### config.mk
export PLATFORM = sky130hd
export DESIGN_NAME = baud_ctrl
export DESIGN_NICKNAME = d
export VERILOG_FILES = /design/src/rtl/baud_pkg.sv /design/src/rtl/baud_tick_gen.sv /design/src/rtl/baud_ctrl.sv
export SDC_FILE = /design/constraint.sdc
export NUM_CORES = 1
export LEC_CHECK = 0
export CORE_AREA = 4 4 84 86
export CTS_CLUSTER_SIZE = 14
export DETAILED_ROUTE_END_ITERATION = 6
export DIE_AREA = 0 0 88 90
export PLACE_DENSITY_LB_ADDON = 0.3
export SLEW_MARGIN = 10
export SYNTH_ARGS = -nofsm -noshare
export SYNTH_HDL_FRONTEND = slang
export SYNTH_SLANG_ARGS = --single-unit
### constraint.sdc
create_clock -name sys_clk -period 6.87 [get_ports sys_clk]
set_clock_uncertainty 0.2 [all_clocks]
set_input_delay 0.687 -clock sys_clk [delete_from_list [all_inputs] [get_ports sys_clk]]
set_output_delay 0.687 -clock sys_clk [all_outputs]
set_load 0.02 [all_outputs]
### src/rtl/baud_pkg.sv
// Shared definitions for the UART baud-rate controller: select indices,
// elaboration-time divisor calculation and FSM state encoding.
package baud_pkg;

    localparam logic [3:0] SEL_110    = 4'd0;
    localparam logic [3:0] SEL_300    = 4'd1;
    localparam logic [3:0] SEL_600    = 4'd2;
    localparam logic [3:0] SEL_1200   = 4'd3;
    localparam logic [3:0] SEL_2400   = 4'd4;
    localparam logic [3:0] SEL_4800   = 4'd5;
    localparam logic [3:0] SEL_9600   = 4'd6;
    localparam logic [3:0] SEL_14400  = 4'd7;
    localparam logic [3:0] SEL_19200  = 4'd8;
    localparam logic [3:0] SEL_38400  = 4'd9;
    localparam logic [3:0] SEL_57600  = 4'd10;
    localparam logic [3:0] SEL_115200 = 4'd11;
    localparam logic [3:0] SEL_128000 = 4'd12;
    localparam logic [3:0] SEL_256000 = 4'd13;
    localparam logic [3:0] SEL_MAX    = 4'd13;

    typedef enum logic [1:0] {
        StRun,
        StPend,
        StLoad
    } state_e;

    // Baud rate in Hz for a select index; 0 marks an invalid index.
    function automatic int unsigned baud_rate(input logic [3:0] sel);
        case (sel)
            SEL_110:    return 110;
            SEL_300:    return 300;
            SEL_600:    return 600;
            SEL_1200:   return 1200;
            SEL_2400:   return 2400;
            SEL_4800:   return 4800;
            SEL_9600:   return 9600;
            SEL_14400:  return 14400;
            SEL_19200:  return 19200;
            SEL_38400:  return 38400;
            SEL_57600:  return 57600;
            SEL_115200: return 115200;
            SEL_128000: return 128000;
            SEL_256000: return 256000;
            default:    return 0;
        endcase
    endfunction

    // Divisor for the 16x tick: floor(clk / (16 * baud)) - 1. Only ever
    // evaluated on constants; the caller narrows the result to its width.
    function automatic int unsigned baud_div(input logic [3:0] sel,
                                             input int unsigned clk_freq);
        int unsigned rate;
        rate = baud_rate(sel);
        if (rate == 0) return 0;
        return clk_freq / (16 * rate) - 1;
    endfunction

endpackage

### src/rtl/baud_tick_gen.sv
// 16x oversampling and 1x bit tick generator driven by a programmable divisor.
module baud_tick_gen #(
    parameter int unsigned pDIV_W = 16
) (
    input  logic              sys_clk,
    input  logic              Async_rst,
    input  logic [pDIV_W-1:0] div,
    input  logic              clear,
    output logic              tick_16x,
    output logic              tick_1x
);

    logic [pDIV_W-1:0] div_cnt_q, div_cnt_d;
    logic [3:0]        os_cnt_q, os_cnt_d;
    logic              tick_16x_q, tick_16x_d;
    logic              tick_1x_q, tick_1x_d;

    // Next counter values; ticks are decoded from the next count so they are
    // registered yet high in the same cycle the count equals div.
    always_comb begin
        div_cnt_d  = '0;
        os_cnt_d   = '0;
        tick_16x_d = 1'b0;
        tick_1x_d  = 1'b0;
        if (!clear) begin
            div_cnt_d  = (div_cnt_q == div) ? '0 : div_cnt_q + pDIV_W'(1);
            os_cnt_d   = tick_16x_q ? os_cnt_q + 4'd1 : os_cnt_q;
            tick_16x_d = (div_cnt_d == div);
            tick_1x_d  = tick_16x_d && (os_cnt_d == 4'd15);
        end
    end

    // Counter and tick registers.
    always_ff @(posedge sys_clk or negedge Async_rst) begin
        if (!Async_rst) begin
            div_cnt_q  <= '0;
            os_cnt_q   <= '0;
            tick_16x_q <= 1'b0;
            tick_1x_q  <= 1'b0;
        end else begin
            div_cnt_q  <= div_cnt_d;
            os_cnt_q   <= os_cnt_d;
            tick_16x_q <= tick_16x_d;
            tick_1x_q  <= tick_1x_d;
        end
    end

    assign tick_16x = tick_16x_q;
    assign tick_1x  = tick_1x_q;

endmodule

### src/rtl/baud_ctrl.sv
// Runtime baud-rate controller: accepts a new baud select at any time and
// applies it only once TX and RX are both idle, then re-phases the ticks.
module baud_ctrl
    import baud_pkg::*;
#(
    parameter int unsigned pSYS_CLK_FREQ = 100000000,
    parameter logic [3:0]  pDEFAULT_SEL  = 4'd6,
    parameter int unsigned pDIV_W        = 16
) (
    input  logic       sys_clk,
    input  logic       Async_rst,
    input  logic       cfg_valid,
    input  logic [3:0] cfg_sel,
    output logic       cfg_ready,
    output logic       cfg_err,
    input  logic       tx_busy,
    input  logic       rx_busy,
    output logic [3:0] active_sel,
    output logic       tick_16x,
    output logic       tick_1x
);

    localparam logic [pDIV_W-1:0] DefaultDiv =
        pDIV_W'(baud_div(pDEFAULT_SEL, pSYS_CLK_FREQ));

    // Constant divisor table; invalid indices hold 0 and are never loaded.
    logic [pDIV_W-1:0] div_table [16];
    for (genvar gi = 0; gi < 16; gi++) begin : g_div
        localparam int unsigned DivVal = baud_div(4'(gi), pSYS_CLK_FREQ);
        assign div_table[gi] = pDIV_W'(DivVal);
    end

    state_e            state_q, state_d;
    logic [3:0]        pend_sel_q, pend_sel_d;
    logic [3:0]        active_sel_q;
    logic [pDIV_W-1:0] div_q;
    logic              cfg_ready_q;
    logic              cfg_err_q, cfg_err_d;
    logic              load;
    logic              tick_clear;

    // Next-state logic: latch valid requests, wait for idle, then load.
    always_comb begin
        state_d    = state_q;
        pend_sel_d = pend_sel_q;
        cfg_err_d  = 1'b0;
        unique case (state_q)
            StRun: begin
                if (cfg_valid) begin
                    if (cfg_sel <= SEL_MAX) begin
                        pend_sel_d = cfg_sel;
                        state_d    = StPend;
                    end else begin
                        cfg_err_d = 1'b1;
                    end
                end
            end
            StPend: begin
                if (!tx_busy && !rx_busy) state_d = StLoad;
            end
            StLoad: state_d = StRun;
            default: state_d = StRun;
        endcase
    end

    assign load = (state_q == StLoad);
    // Clearing on the edge into LOAD as well keeps both ticks low during LOAD.
    assign tick_clear = load || (state_d == StLoad);

    // State, request and active-rate registers.
    always_ff @(posedge sys_clk or negedge Async_rst) begin
        if (!Async_rst) begin
            state_q      <= StRun;
            pend_sel_q   <= pDEFAULT_SEL;
            active_sel_q <= pDEFAULT_SEL;
            div_q        <= DefaultDiv;
            cfg_ready_q  <= 1'b1;
            cfg_err_q    <= 1'b0;
        end else begin
            state_q     <= state_d;
            pend_sel_q  <= pend_sel_d;
            cfg_ready_q <= (state_d == StRun);
            cfg_err_q   <= cfg_err_d;
            if (load) begin
                div_q        <= div_table[pend_sel_q];
                active_sel_q <= pend_sel_q;
            end
        end
    end

    baud_tick_gen #(
        .pDIV_W (pDIV_W)
    ) u_tick_gen (
        .sys_clk   (sys_clk),
        .Async_rst (Async_rst),
        .div       (div_q),
        .clear     (tick_clear),
        .tick_16x  (tick_16x),
        .tick_1x   (tick_1x)
    );

    assign cfg_ready  = cfg_ready_q;
    assign cfg_err    = cfg_err_q;
    assign active_sel = active_sel_q;

endmodule

==> run_summary.xml <==
<?xml version="1.0" encoding="UTF-8"?>
<metrics>
  <group name="synth">
    <metric name="yosysSeqAreaShare" unit="%">40.7</metric>
    <metric name="synth_seq_cells" unit="">50</metric>
    <metric name="syn-mean-instance-area" unit="um2">8.92</metric>
    <metric name="synth.yosys.warnings" unit="">0</metric>
    <metric name="synth_fp_nets" unit="">366</metric>
    <metric name="synth_edf_count" unit="">0</metric>
    <metric name="postSynth.asyncResetShare" unit="%">100</metric>
    <metric name="mappedNetlistArea" unit="um2">3100</metric>
    <metric name="synth_ff_type" unit="">dfrtp_1</metric>
    <metric name="synthCells" unit="">348</metric>
    <metric name="synthDistinctLibCells" unit="">54</metric>
  </group>
  <group name="flow_run">
    <metric name="timing.max_cap.violations" unit="">0</metric>
  </group>
  <group name="grt">
    <metric name="grt_util_all_layers" unit="%">19.0</metric>
    <metric name="grt_overflow" unit="">0</metric>
    <metric name="first_global_vias" unit="">2475</metric>
    <metric name="grt_antenna_before_repair" unit="">0</metric>
    <metric name="grt_start_max_net_pins" unit="">51</metric>
    <metric name="wire_length_of_the_first_global_routing_pass" unit="um">12000</metric>
  </group>
  <group name="placed_design">
    <metric name="hpwl" unit="um">5070</metric>
    <metric name="dpl.cell_count" unit="">420</metric>
    <metric name="port_buffers" unit="">16</metric>
    <metric name="gp_congestion" unit="">0.889</metric>
  </group>
  <group name="setup_path">
    <metric name="critical_path.max_fanout" unit="">9</metric>
    <metric name="worstPathRequired" unit="ns">6.88</metric>
    <metric name="cp.arrival" unit="ns">2.91</metric>
    <metric name="endpoint_kind" unit="">flop</metric>
    <metric name="worst_setup_path_start_kind" unit="">flop</metric>
    <metric name="criticalPathCategory" unit="">flop to flop</metric>
  </group>
  <group name="clocking">
    <metric name="clock_tree.htree_level_count" unit="">2</metric>
    <metric name="cts-resized-gates" unit="">0</metric>
    <metric name="clock_tree.root_cell" unit="">clkbuf_8</metric>
    <metric name="cts_tree" unit="">built</metric>
    <metric name="cts-hold-fix-buffers" unit="">0</metric>
    <metric name="cts-buffers-inserted" unit="">5</metric>
    <metric name="ctsLongestPathBuffers" unit="">2</metric>
    <metric name="cts.sink_count" unit="">50</metric>
    <metric name="clk_pin_slew" unit="ns">0.09</metric>
    <metric name="cts.repair_timing.setup_buffer_count" unit="">0</metric>
    <metric name="clk_latency" unit="ns">0.31</metric>
  </group>
  <group name="routing">
    <metric name="initial_drc_count" unit="">135</metric>
    <metric name="wire_per_inst" unit="um">16.0</metric>
    <metric name="via_per_inst" unit="">5.93</metric>
    <metric name="routed-via-count" unit="">2536</metric>
    <metric name="antenna_left" unit="">0</metric>
    <metric name="postRouteWirelength" unit="um">6860</metric>
    <metric name="detail_route.drc_violations" unit="">0</metric>
    <metric name="detailedRoute.firstPassIterationCount" unit="">4</metric>
  </group>
  <group name="sta">
    <metric name="max_slew_margin_vs_limit" unit="%">31.3</metric>
    <metric name="finalSetupViolCount" unit="">0</metric>
    <metric name="tightestPinTransition" unit="ns">1.03</metric>
    <metric name="post-route-min-period" unit="ns">2.90</metric>
    <metric name="tns" unit="ns">0</metric>
    <metric name="report.final.hold_viol_count" unit="">0</metric>
    <metric name="maximum_achievable_frequency" unit="GHz">0.344</metric>
    <metric name="rsz0062_at_grt" unit="">no</metric>
    <metric name="finalMaxSlewViolations" unit="">0</metric>
    <metric name="finalCritPeriodShare" unit="%">42.3</metric>
  </group>
  <group name="power">
    <metric name="power.density_cell_area" unit="nW/um2">386</metric>
    <metric name="max-vdd-ir-drop" unit="mV">0.251</metric>
    <metric name="relative_contribution_of_sequential_cells_to_total_power" unit="%">43.7</metric>
    <metric name="net-switching-power" unit="uW">565</metric>
    <metric name="cell_internal_power" unit="uW">724</metric>
    <metric name="clock_power_share" unit="%">13.9</metric>
    <metric name="power_frac_comb" unit="%">42.4</metric>
    <metric name="p_leak" unit="nW">1.35</metric>
    <metric name="netSwitchingFraction" unit="%">43.8</metric>
  </group>
  <group name="outcome">
    <metric name="run_status" unit="">complete, no violations</metric>
  </group>
  <group name="cells_and_area">
    <metric name="post_layout_nonfiller_instances" unit="">428</metric>
    <metric name="post_route_cells_drive_above_1_share" unit="%">5.98</metric>
    <metric name="final_net_count" unit="">368</metric>
    <metric name="nFillCells" unit="">582</metric>
    <metric name="antenna-diode-count" unit="">0</metric>
    <metric name="layout-area-overhead-vs-synth" unit="%">7.58</metric>
  </group>
  <group name="floorplan">
    <metric name="core-area" unit="um2">6280</metric>
    <metric name="floorplan.rows" unit="">29</metric>
    <metric name="die_y" unit="um">90</metric>
    <metric name="ios" unit="">17</metric>
    <metric name="die_w" unit="um">88</metric>
    <metric name="initial_core_util" unit="%">49.5</metric>
    <metric name="fp.dieArea" unit="um2">7920</metric>
  </group>
  <group name="worst_hold_path">
    <metric name="timing.hold.worst.class" unit="">input port to async pin</metric>
  </group>
</metrics>
==> per-layer routing <==
| metal | vias to the layer above | GRT usage [%] | share of wire (%) |
|---|---|---|---|
| met3 | 13 | 2.65 | 5.9 |
| met1 | 1212 | 26.8 | 45 |
| met4 | 0 | 7.67 | 2.8 |
| li1 | 1234 | - | - |
| met5 | - | 0 | 0 |
| met2 | 77 | 29.0 | 46 |
==> final timing paths <==
path,cells past startpoint,startpoint,slack [ns],endpoint
worst min register to register,1,state_q[0]$_DFF_PN0_,0.28,cfg_ready$_DFF_PN1_
min in group sys_clk,1,state_q[0]$_DFF_PN0_,0.28,cfg_ready$_DFF_PN1_
worst min-delay path,2,Async_rst,0.27,u_tick_gen.div_cnt_q[5]$_DFF_PN0_
max in group asynchronous,2,Async_rst,5.77,u_tick_gen.div_cnt_q[12]$_DFF_PN0_
worst max register to register,8,u_tick_gen.div_cnt_q[0]$_DFF_PN0_,3.97,u_tick_gen.tick_1x$_DFF_PN0_
worst max-delay path,8,u_tick_gen.div_cnt_q[0]$_DFF_PN0_,3.97,u_tick_gen.tick_1x$_DFF_PN0_
==> synthesized netlist by cell type (all sizes together), types with 5 or more instances <==
library cell,count,area (um2)
o21ai,29,145
ha,9,113
nor3,9,45.0
clkbuf,13,48.8
xnor2,32,280
inv,12,45.0
nor4,5,31.3
nor2,33,124
nand2b,8,50.1
nand2,34,128
a21oi,8,40.0
mux2i,7,70.1
dfrtp,41,1030
dfstp,9,236
nand4,11,75.1
nand3,12,60.1
or3,5,31.3
buf,9,66.3
xor2,6,52.6
nor2b,5,31.3
==> cell usage in the layout, fill, tap and decap left out, types with 3 or more instances in the layout <==
| cell type | Yosys | final |
|---|---|---|
| dfrtp_1 | 41 | 41 |
| nand2_1 | 34 | 34 |
| nor2_1 | 33 | 33 |
| xnor2_1 | 32 | 32 |
| o21ai_0 | 28 | 28 |
| clkdlybuf4s50_1 | 0 | 15 |
| inv_1 | 12 | 12 |
| nand3_1 | 12 | 12 |
| nand4_1 | 10 | 10 |
| nor3_1 | 9 | 9 |
| ha_1 | 9 | 9 |
| dfstp_2 | 9 | 9 |
| nand2b_1 | 8 | 8 |
| a21oi_1 | 8 | 8 |
| mux2i_1 | 7 | 7 |
| xor2_1 | 6 | 6 |
| nor4_1 | 5 | 5 |
| or3_1 | 5 | 5 |
| nor2b_1 | 5 | 5 |
| clkbuf_8 | 0 | 5 |
| and3_1 | 4 | 4 |
| o31ai_1 | 4 | 4 |
| a31oi_1 | 4 | 4 |
| or4_1 | 3 | 3 |
| o32ai_1 | 3 | 3 |
| o211ai_1 | 3 | 3 |
==> critical path, cell delays in order, from the launching register on <==
cell,delay (ns)
dfrtp_1,0.56
ha_1,0.34
nand4_2,0.17
or4_1,0.54
a21oi_1,0.25
o2111ai_1,0.15
o311ai_1,0.12
nand4b_1,0.18
nor4_1,0.29
==> stage by stage <==
stage | util [%] | worst slack, ns | hold WS [ns] | power, mW | area [um2]
6_report | 53.2 | 3.97 | 0.271 | 1.29 | 3340
5_1_grt | 53.2 | 3.82 | 0.322 | 1.40 | 3340
4_1_cts | 53.2 | 4.02 | 0.287 | 1.30 | 3340
3_5_place_dp | 51.7 | 4.05 | 0.271 | 1.12 | 3250
3_3_place_gp | 51.7 | 4.05 | 0.265 | 1.10 | 3250
2_1_floorplan | - | 4.34 | 0.191 | 0.962 | 3100
==> sequential cells by signal (all words and copies together), names as in the netlist <==
| signal | count |
|---|---|
| active_sel | 4 |
| cfg_err | 1 |
| cfg_ready | 1 |
| div_q | 16 |
| pend_sel_q | 4 |
| state_q | 2 |
| u_tick_gen.div_cnt_q | 16 |
| u_tick_gen.os_cnt_q | 4 |
| u_tick_gen.tick_16x | 1 |
| u_tick_gen.tick_1x | 1 |
==> layout make-up <==
| type | count | area, um2 | share of cell area [%] |
|---|---|---|---|
| Inverter | 12 | 45.0 | 1.35 |
| Multi-Input combinational cell | 264 | 1680 | 50.4 |
| Sequential cell | 50 | 1260 | 37.8 |
| Clock inverter | 3 | 22.5 | 0.674 |
| Clock buffer | 5 | 68.8 | 2.06 |
| Timing Repair Buffer | 17 | 163 | 4.87 |
| Tap cell | 77 | 96.3 | 2.88 |
==> cells by family (layout without fill, tap and decap cells) <==
| logic type | count (synthesis) | count (layout) | synth area share, % |
|---|---|---|---|
| AND/OR/NAND/NOR | 137 | 137 | 22.2 |
| AO/OA/AOI/OAI | 72 | 72 | 15.0 |
| flip-flops | 50 | 50 | 40.7 |
| XOR/XNOR | 38 | 38 | 10.7 |
| buffers and inverters | 34 | 37 | 5.16 |
| adder cells (fa/ha/maj) | 10 | 10 | 3.95 |
| multiplexers | 7 | 7 | 2.26 |
==> power by group through the flow <==
stage          registers [mW]  clock network (mW)  logic [mW]
3_5_place_dp            0.567                   0       0.548
6_report                0.563               0.180       0.547
3_3_place_gp            0.562                   0       0.542
5_1_grt                 0.585               0.199       0.619
2_1_floorplan           0.492                   0       0.470
4_1_cts                 0.560               0.188       0.550
Power figures use the tool's default switching activity.
